`src/rtl/fsk_demod.sv`:
```
// FSK demodulator and UART-style deframer: counts line edges per bit window, decides bits, strips start/stop framing.
// Optional even-parity bit between data and stop is enabled by defining FSK_DEMOD_PARITY_EN.
module fsk_demod #(
  parameter int BIT_CYCLES = 288,
  parameter int THRESH     = 5,
  parameter int MIN_EDGES  = 1
) (
  input  logic       mainclk,
  input  logic       reset,
  input  logic       fsk_in,
  output logic       bit_out,
  output logic       bit_valid,
  output logic       carrier_det,
  output logic [7:0] data_out,
  output logic       data_valid,
  output logic       frame_err,
  output logic       parity_err
);

  localparam int         WW     = $clog2(BIT_CYCLES);
  localparam logic [7:0] THRESH_C = 8'(THRESH);
  localparam logic [7:0] MIN_C    = 8'(MIN_EDGES);

  typedef enum logic [1:0] {HUNT, DATA, PARITY, STOP} frame_state_t;

  logic          sync1, sync2, sync_prev;
  logic          rise;
  logic [WW-1:0] win_cnt;
  logic [7:0]    edge_cnt;
  logic [7:0]    cnt_final;
  logic          win_end;
  logic          carrier_lost;

  frame_state_t  state;
  logic [2:0]    bit_idx;
  logic [7:0]    shreg;

  assign rise    = sync2 & ~sync_prev;
  assign win_end = carrier_det && (win_cnt == WW'(BIT_CYCLES - 1));

  // Edge seen in the window-end cycle still belongs to the ending window.
  always_comb begin
    cnt_final = edge_cnt;
    if (rise && edge_cnt != 8'hFF) cnt_final = edge_cnt + 8'd1;
  end

  // Synchronizer, carrier acquisition/tracking and per-window bit decision.
  always_ff @(posedge mainclk) begin
    if (reset) begin
      sync1        <= 1'b0;
      sync2        <= 1'b0;
      sync_prev    <= 1'b0;
      win_cnt      <= '0;
      edge_cnt     <= 8'd0;
      carrier_det  <= 1'b0;
      carrier_lost <= 1'b0;
      bit_out      <= 1'b0;
      bit_valid    <= 1'b0;
    end else begin
      // NOTE: non-blocking assignments keep every flop sampling pre-edge values, so the sync chain really is two stages.
      sync1        <= fsk_in;
      sync2        <= sync1;
      sync_prev    <= sync2;
      bit_valid    <= 1'b0;
      carrier_lost <= 1'b0;
      if (!carrier_det) begin
        if (rise) begin
          carrier_det <= 1'b1;
          win_cnt     <= '0;
          edge_cnt    <= 8'd1;
        end
      end else if (win_end) begin
        win_cnt  <= '0;
        edge_cnt <= 8'd0;
        if (cnt_final < MIN_C) begin
          carrier_det  <= 1'b0;
          carrier_lost <= 1'b1;
        end else begin
          bit_valid <= 1'b1;
          bit_out   <= (cnt_final >= THRESH_C);
        end
      end else begin
        win_cnt  <= win_cnt + WW'(1);
        edge_cnt <= cnt_final;
      end
    end
  end

`ifdef FSK_DEMOD_PARITY_EN
  logic par_bit;
`else
  assign parity_err = 1'b0;
`endif

  // Framing FSM consumes the registered bit strobe, so byte events land one cycle after bit_valid.
  always_ff @(posedge mainclk) begin
    if (reset) begin
      state      <= HUNT;
      bit_idx    <= 3'd0;
      shreg      <= 8'h00;
      data_out   <= 8'h00;
      data_valid <= 1'b0;
      frame_err  <= 1'b0;
`ifdef FSK_DEMOD_PARITY_EN
      par_bit    <= 1'b0;
      parity_err <= 1'b0;
`endif
    end else begin
      data_valid <= 1'b0;
      frame_err  <= 1'b0;
`ifdef FSK_DEMOD_PARITY_EN
      parity_err <= 1'b0;
`endif
      if (carrier_lost) begin
        if (state != HUNT) frame_err <= 1'b1;
        state <= HUNT;
      end else if (bit_valid) begin
        case (state)
          HUNT: begin
            if (!bit_out) begin
              state   <= DATA;
              bit_idx <= 3'd0;
            end
          end
          DATA: begin
            shreg[bit_idx] <= bit_out;
            bit_idx        <= bit_idx + 3'd1;
            if (bit_idx == 3'd7) begin
`ifdef FSK_DEMOD_PARITY_EN
              state <= PARITY;
`else
              state <= STOP;
`endif
            end
          end
`ifdef FSK_DEMOD_PARITY_EN
          PARITY: begin
            par_bit <= bit_out;
            state   <= STOP;
          end
`endif
          STOP: begin
            if (!bit_out) begin
              frame_err <= 1'b1;
`ifdef FSK_DEMOD_PARITY_EN
            end else if (^{shreg, par_bit}) begin
              parity_err <= 1'b1;
`endif
            end else begin
              data_out   <= shreg;
              data_valid <= 1'b1;
            end
            state <= HUNT;
          end
          default: state <= HUNT;
        endcase
      end
    end
  end

endmodule

```
`config.mk`:
```
export PLATFORM = sky130hd
export DESIGN_NAME = fsk_demod
export DESIGN_NICKNAME = d
export VERILOG_FILES = /design/src/rtl/fsk_demod.sv
export SDC_FILE = /design/constraint.sdc
export NUM_CORES = 1
export LEC_CHECK = 0
export BUFFER_PORTS_ARGS = -buffer_cell sky130_fd_sc_hd__buf_2
export CELL_PAD_IN_SITES_DETAIL_PLACEMENT = 1
export CELL_PAD_IN_SITES_GLOBAL_PLACEMENT = 2
export CORE_ASPECT_RATIO = 0.9
export CORE_MARGIN = 3
export CORE_UTILIZATION = 39
export DETAILED_ROUTE_END_ITERATION = 6
export GPL_ROUTABILITY_DRIVEN = 0
export PLACE_DENSITY_LB_ADDON = 0.05
export SYNTH_ARGS = -nofsm -noshare
export SYNTH_HDL_FRONTEND = slang
export SYNTH_SLANG_ARGS = --single-unit
```
`constraint.sdc`:
```
create_clock -name mainclk -period 2.79 [get_ports mainclk]
set_input_delay 0 -clock mainclk [delete_from_list [all_inputs] [get_ports mainclk]]
set_output_delay 0 -clock mainclk [all_outputs]
set_load 0.01 [all_outputs]
```
## Word level (Yosys, flattened, before mapping)

Cells that the tools add are included.

- Register bits after elaboration: 47
- Bits of input ports: 3
- Logic and storage cells: 78
- Output and inout bits: 14

- Reduce and logical (&&, ||, !) cells: 15
- $add $sub $neg: 3
- Bitwise logic cells: 8
- Multiplexer cells: 26
- $lt $le $gt $ge: 4
- Equal/unequal tests: 7

Operator list:

| operator | number |
|---|---|
| $mux W8 | 4 |
| $mux W9 | 3 |
| $mux W1 | 12 |
| $add A9 B1 Y9 const B | 1 |
| $eq A9 B9 Y1 const B | 1 |
| $reduce_and A3 Y1 | 3 |
| $add A8 B1 Y8 const B | 1 |
| $bwmux W8 | 1 |
| $ge A8 B3 Y1 const B | 1 |
| $lt A8 B1 Y1 const B | 1 |
| $ne A8 B8 Y1 const B | 1 |
| $reduce_and A4 Y1 | 2 |
| $not A1 Y1 | 7 |
| $pmux W3 S2 | 1 |
| $reduce_bool A2 Y1 | 3 |
| $lt A3 B4 Y1 const B | 1 |
| $mux W2 | 2 |
| $ne A2 B2 Y1 const B | 2 |
| $pmux W2 S2 | 1 |
| $reduce_or A4 Y1 | 1 |
| $add A3 B1 Y3 const B | 1 |
| $demux W1 S3 | 1 |
| $eq A3 B3 Y1 const B | 1 |
| $ge A3 B1 Y1 const B | 1 |
| other kinds (8) | 10 |

## Depth between registers and ports, before layout

Gate-level depths: netlist of the first run.

- Word-level depth: 8
- Gate-level depth with buffers: 8
- Gate-level depth less buffers: 7

## Worst setup path before layout of the first run

Ideal clock, no wire load.

- Path type: reg2reg
- Start point: register edge_cnt[0]
- End point: register bit_out
- Library setup time: 0.133 ns
- Cell stages (with the launch flop): 9
- Required time: 2.657 ns
- Slack: 0.872 ns
- Arrival time: 1.785 ns
- Buffers on the path: 1
- Path through: dfxtp_1 > ha_1 > buf_4 > nand4b_2 > o31a_1 > nor3_2 > nand4_4 > nor4b_2 > a211oi_2

- Cells in the longest elaborated chain, start to end: 6

RTL lines:

| what | RTL line | source |
|---|---|---|
| start: declaration | 29 | `logic [7:0] edge_cnt;` |
| start signal: assignment | 84 | `edge_cnt <= cnt_final;` |
| branches (longest 2 deep; another with $add A8 B1 Y8) | - |  |
| $mux W8 (*) | 44 | `if (rise && edge_cnt != 8'hFF) cnt_final = edge_cnt + 8'd1;` |
| $lt A8 B1 Y1 | 75 | `if (cnt_final < MIN_C) begin` |
| $not A1 Y1 (no source line) | - |  |
| $reduce_and A3 Y1 (no source line) | - |  |
| end signal: assignment | 80 | `bit_out <= (cnt_final >= THRESH_C);` |
| end: declaration | 11 | `output logic bit_out,` |

Mark *: on every way between the ends.
A chain may end at the register's enable or synchronous reset.

## Worst setup path in the final report of the first run

Ends and elaborated chain as after synthesis.

==> results.md, run 1 <==
- Status: completed
- Final ANT Viol Nets: 0
- Pre-CTS setup slack: 0.536 ns
- Area contributors post-synth: dfxtp_1 (41%), nor2_1 (7.1%), mux2i_1 (7.1%), a21oi_1 (3.8%), nand2_1 (3.0%)
- RSZ-0062 raised after global routing: no
- Crit path buf inv count: 0
- Clk Latency, worst-skew pair: 0.30 ns
- Clock sinks: 47
- Mean area per synthesized cell: 8.79 um2
- Most frequent cells in the layout: dfxtp_1 (47), nor2_1 (43), nand2_1 (18)
- I/O pin cnt: 17
- Most common cell after layout, fill and taps aside: dfxtp_1
- Syn nets: 265
- Post-synthesis cell count: 258
- Fmax: 443 MHz
- Area leader, netlist: dfxtp_1
- Area Overhead vs Synth: 9.71%
- Sequential Area: 941 um2
- Reg clk slew, reported paths: 0.09 ns
- Critical-path top delay cell: dfxtp_1
- Total net switching power: 0.285 mW
- Simple-gate share of the synthesized area: 0.274
- Worst relative slew slack: 0.402
- Core area: 0.00544 mm2
- Cells along the critical path: ha_1 -> nand4b_2 -> o31a_1 -> nor3_2 -> nand4_4 -> nor4b_2 -> a211oi_2
- Ys Warns: 0
- Tmin final: 2.26 ns
- Vias per cell: 5.54
- CP arrival: 2.41 ns
- Drt total wl: 5.13 mm
- Main combinational cell family by area after synthesis: simple AND/OR/NAND/NOR gates
- Synth Flop Type: dfxtp_1
- Post-cts sizing count: 0
- Cell Area, Synth: 0.00227 mm2
- Antenna violations before repair: 0
- Row cnt: 25
- DPL Wire Length: 3.47 mm
- Pleak: 0.955 nW
- Die area: 0.00677 mm2
- Power density cells: 484 mW/mm2
- Vias in the first global route: 1825
- Final Slew Violations: 0
- Detailed Routing Iterations Pass 1: 4
- Total negative slack: 0 ns
- Synth Area in Adders: 0.0221
- Final hold slack: 0.303 ns
- First-pass GRT wire length: 9.00 mm
- Final Hold Viols: 0
- Clk network pwr share: 0.386
- Sw frac: 0.237
- CP Capture Type: register
- Largest net degree at the start of global routing: 48
- Crit path kind: reg -> reg
- Top cell type's share of synthesized area: 0.415
- Share of power burned in registers: 0.566
- Hold WC Path Type: in -> reg
- Chip width: 86.4 um
- Via count: 1867
- VDD IR max: 0.000265 V
- Comb pwr share: 0.048
- Multiplexer share of the synthesized area: 0.0706
- CTS tree: done
- Total track usage: 0.164
- TritonCTS buffer count: 5
- Xor and xnor area share after synthesis: 0.00386
- Fin Clk Skew: 0.00468 ns
- Starting Density: 0.417
- DIE HEIGHT: 78.4 um
- Initial DRC count: 65
- Worst endpoint required time: 2.94 ns
- Internal power: 0.919 mW
- Startpoint types: register
- Setup slack after layout: 0.533 ns
- Residual DRC: 0
- Post-synth EDFFs: 0
- Critical path's top delay family: simple AND/OR/NAND/NOR gates
- CTS root buf: clkbuf_8
- Post-synthesis sequential area ratio: 0.415
- Clock Tree Buf Depth: 2
- Drt wl/cell: 15.2 um
- Compound-cell area share of the yosys netlist: 0.174
- Worst-path maximum fanout: 10
- Area of the multi-input gates: 0.00124 mm2
- Ys async rst share: 0
- MaxCap Viol Count: 0
- Antenna diodes: 0
- Share of layout cells above drive strength 1: 0.156
- Fillers: 669
- Slew of the pin with the lowest slew margin: 0.897 ns
- Share of the clock period used by the worst path: 0.809
- H-tree depth: 2
- Max incr delay on CP: 0.44 ns
- # setup viols final: 0
- Total power: 1.20 mW
- Nets: 276
- Unique cell type count in the Yosys netlist: 57
- Total grt overflow: 0
- Synthesized flop and latch total: 47
- PortBufs: 15
[power by group through the flow]
stage | Clock, mW | Sequential [mW] | Combinational (mW)
final | 0.465 | 0.681 | 0.0582
after global routing | 0.511 | 0.683 | 0.0658
after CTS | 0.479 | 0.682 | 0.0594
after detailed placement | 0 | 0.697 | 0.0580
after global placement | 0 | 0.697 | 0.0589
after floorplan | 0 | 0.694 | 0.0449
[metal layers]
layer | part of all wire | GRT usage
met1 | 0.55 | 0.236
met2 | 0.41 | 0.249
met4 | 0.0086 | 0.0374
met5 | 0 | 0
met3 | 0.027 | 0.0346
[registers in the layout, indices dropped and copies added (netlist names), 2 cells and up]
| signal | count |
|---|---|
| win_cnt | 9 |
| data_out | 8 |
| bit_idx | 3 |
| state | 2 |
| edge_cnt | 8 |
| shreg | 8 |
[final cells by class]
cell class,instances,share of cell area
clock inverters,1,0.00302
inverters,4,0.00603
clock buffers,7,0.0387
well taps,67,0.0337
repair buffers,19,0.0432
multi-input cells,192,0.497
flip-flops and latches,47,0.378
[synthesized netlist by cell type (4+ instances only)]
cell type  count
nand3_1        5
a31oi_1        5
o21ai_0       10
a21oi_1       17
nor2b_1        4
nor3b_1        8
nand2_1       18
mux2i_1       16
nand2b_1       5
ha_1           4
clkbuf_1       8
nor2_1        43
nor3_1         6
dfxtp_1       47
inv_1          4
buf_4          4
[final timing paths]
| check | cells after the start | end | startpoint | slack [ns] |
|---|---|---|---|---|
| worst max-delay path | 7 | bit_out$_SDFFE_PP0P_ | edge_cnt[0]$_SDFFE_PP0P_ | 0.53 |
| worst min-delay path | 2 | shreg[5]$_SDFFE_PP0P_ | reset | 0.30 |
| worst max register to register | 7 | bit_out$_SDFFE_PP0P_ | edge_cnt[0]$_SDFFE_PP0P_ | 0.53 |
| worst min register to register | 1 | sync2$_SDFF_PP0_ | sync1$_SDFF_PP0_ | 0.46 |
[kinds of logic (layout without fill, tap and decap cells)]
| kind of cell | after synthesis | after routing |
|---|---|---|
| buffers and inverters | 19 | 31 |
| AND/OR/NAND/NOR | 112 | 112 |
| flip-flops | 47 | 47 |
| AO/OA/AOI/OAI | 58 | 58 |
| adder cells (fa/ha/maj) | 4 | 4 |
| XOR/XNOR | 1 | 1 |
| multiplexers | 16 | 16 |
| other | 1 | 1 |
[repair_timing]
action / CTS / global route
setup buffers: 0 / 0
endpoints found under the hold margin: 1 / 0
hold buffers: 1 / 0
[per-stage QoR]
step | area [um2] | utilization | cells
global route | 2490 | 0.457 | 337
global placement | 2370 | 0.436 | 328
detailed placement | 2370 | 0.436 | 328
CTS | 2490 | 0.457 | 337
floorplan | 2270 | - | 258
finish | 2490 | 0.457 | 337
No activity file was read; power rests on OpenSTA's default activity.
==> run 2, diff against run 1 <==
- CORE_UTILIZATION: 39 -> 36
- clock period: 2.79 -> 2.1 ns (I/O delays scaled with it)
==> results.md, run 2 (synthesis gave the netlist of run 1 again) <==
- Most common cell after layout, fill and taps aside: dfxtp_1
- Worst relative slew slack: 0.613 (+0.210)
- Final ANT Viol Nets: 0 (unchanged)
- Row cnt: 26 (+4.0%)
- H-tree depth: 2 (unchanged)
- Share of layout cells above drive strength 1: 0.192 (+0.0366)
- VDD IR max: 0.000265 V (+0.14%)
- Tmin final: 1.91 ns (-0.348 ns)
- Final hold slack: 0.0573 ns (-0.245 ns)
- Worst-path maximum fanout: 5 (-5)
- Clk network pwr share: 0.350 (-0.036)
- Sw frac: 0.243 (+0.00566)
- MaxCap Viol Count: 0 (unchanged)
- Clock sinks: 47 (unchanged)
- Worst endpoint required time: 2.28 ns (-0.66 ns)
- Final Hold Viols: 0 (unchanged)
- Drt total wl: 5.40 mm (+5.4%)
- Initial DRC count: 91 (+40%)
- CTS tree: done
- Starting Density: 0.385 (-0.0315)
- Total track usage: 0.165 (+0.000815)
- DPL Wire Length: 3.88 mm (+12%)
- Core area: 0.00589 mm2 (+8.2%)
- DIE HEIGHT: 81.3 um (+3.8%)
- Share of power burned in registers: 0.592 (+0.026)
- Internal power: 1.16 mW (+26%)
- Clk Latency, worst-skew pair: 0.29 ns (about the same)
- PortBufs: 15 (unchanged)
- Total power: 1.53 mW (+27%)
- Inst Count DP: 357 (+8.8%)
- Fin Clk Skew: 0.00941 ns (+0.00473 ns)
- CTS root buf: clkbuf_8
- Crit path kind: reg -> reg
- Critical-path top delay cell: dfxtp_1
- TritonCTS buffer count: 5 (unchanged)
- Reg clk slew, reported paths: 0.09 ns (about the same)
- Hold WC Path Type: in -> reg
- Detailed Routing Iterations Pass 1: 6 (+2)
- Fmax: 524 MHz (+18%)
- Comb pwr share: 0.058 (+0.010)
- Reg2reg setup slack: 0.19 ns (-0.34 ns)
- Slew of the pin with the lowest slew margin: 0.581 ns (-0.316 ns)
- Cells along the critical path: ha_2 -> nand4b_2 -> o31a_1 -> nor3_2 -> nand4_4 -> nor4b_2 -> a211oi_2
- Clock Tree Buf Depth: 2 (unchanged)
- Post-route insts no fill: 365 (+8.3%)
- Vias per cell: 5.26 (-5.1%)
- Largest net degree at the start of global routing: 18 (-63%)
- Largest reg by FF count: win_cnt
- Max incr delay on CP: 0.41 ns (-0.03 ns)
- Die area: 0.00729 mm2 (+7.7%)
- Startpoint types: register
- CP Capture Type: register
- Share of the clock period used by the worst path: 0.909 (+0.100)
- Max reg flops: 9 (unchanged)
- Most frequent cells in the layout: dfxtp_1 (47), nor2_1 (43), nand2_1 (18)
- Area Overhead vs Synth: 13.8%
- Residual DRC: 0 (unchanged)
- Antenna diodes: 0 (unchanged)
- RSZ-0062 raised after global routing: no
- Nets: 288 (+4.3%)
- Total net switching power: 0.370 mW (+30%)
- CP arrival: 2.08 ns (-0.33 ns)
- First-pass GRT wire length: 9.41 mm (+4.5%)
- # setup viols final: 0 (unchanged)
- Power density cells: 592 mW/mm2 (+22%)
- Total negative slack: 0 ns (unchanged)
- Status: completed
- Post-CTS setup buffer count: 0 (unchanged)
- Vias in the first global route: 1899 (+4.1%)
- Pleak: 1.01 nW (+5.3%)
- Via count: 1919 (+2.8%)
- I/O pin cnt: 17 (unchanged)
- Total grt overflow: 0 (unchanged)
- Final Slew Violations: 0 (unchanged)
- Drt wl/cell: 14.8 um (-2.7%)
- Chip width: 89.7 um (+3.8%)
- Antenna violations before repair: 0 (unchanged)
[run 2: cell count changes in the layout (fill, tap and decap cells not counted)]
| cell | before | now |
|---|---|---|
| buf_4 | 3 | 15 |
| clkbuf_8 | 7 | 5 |
| clkinvlp_4 | 1 | 0 |
| clkinv_4 | 0 | 1 |
| ha_1 | 4 | 3 |
| ha_2 | 0 | 1 |
| clkinv_2 | 0 | 1 |
[run 2: layout make-up]
cell class	count	area, um2
Sequential cell	47	941
Fill cell	708	3310
Timing Repair Buffer	31	198
Multi-Input combinational cell	192	1240
Clock inverter	2	13.8
Clock buffer	5	68.8
Inverter	4	15.0
Tap cell	84	105
[run 2: through the flow]
step            util  area (um2)  setup WS [ns]
5_1_grt        0.438        2580         0.0475
3_3_place_gp   0.422        2490          0.214
6_report       0.438        2580          0.191
3_5_place_dp   0.422        2490          0.169
4_1_cts        0.438        2580          0.149
2_1_floorplan      -        2270          0.182
[run 2: worst max-delay path, delay by kind of cell (launching register included)]
family | cells | cell delay [ns]
AOI/OAI and AO/OA | 2 | 0.33
adders and majority gates | 1 | 0.26
DFF | 1 | 0.41
and+or+nand+nor | 4 | 0.79
[run 2: metal layers]
metal,up-vias,GRT usage,part of all wire
li1,971,-,-
met5,-,0,0
met2,20,0.251,0.44
met3,2,0.0355,0.025
met1,926,0.238,0.53
met4,0,0.0327,0.0050
[run 2: what timing repair did]
| action | 4_1_cts | 5_1_grt |
|---|---|---|
| resized for setup | 0 | 1 |
| hold buffers | 1 | 0 |
| endpoints found under the hold margin | 1 | 0 |
| endpoints found under the setup margin | 0 | 1 |
[run 2: power by group through the flow]
stage / Clock, mW / Combinational (mW) / Sequential [mW]
2_1_floorplan: 0 / 0.0596 / 0.922
3_3_place_gp: 0 / 0.0877 / 0.925
5_1_grt: 0.601 / 0.0999 / 0.906
6_report: 0.535 / 0.0889 / 0.904
4_1_cts: 0.555 / 0.0903 / 0.904
3_5_place_dp: 0 / 0.0884 / 0.925
[run 2: path summary, 6_finish.rpt]
| path | depth (start not counted) | end | startpoint |
|---|---|---|---|
| worst min register to register | 1 | sync2$_SDFF_PP0_ | sync1$_SDFF_PP0_ |
| worst min-delay path | 2 | shreg[2]$_SDFFE_PP0P_ | reset |
| worst max-delay path | 7 | bit_out$_SDFFE_PP0P_ | edge_cnt[1]$_SDFFE_PP0P_ |
| worst max register to register | 7 | bit_out$_SDFFE_PP0P_ | edge_cnt[1]$_SDFFE_PP0P_ |
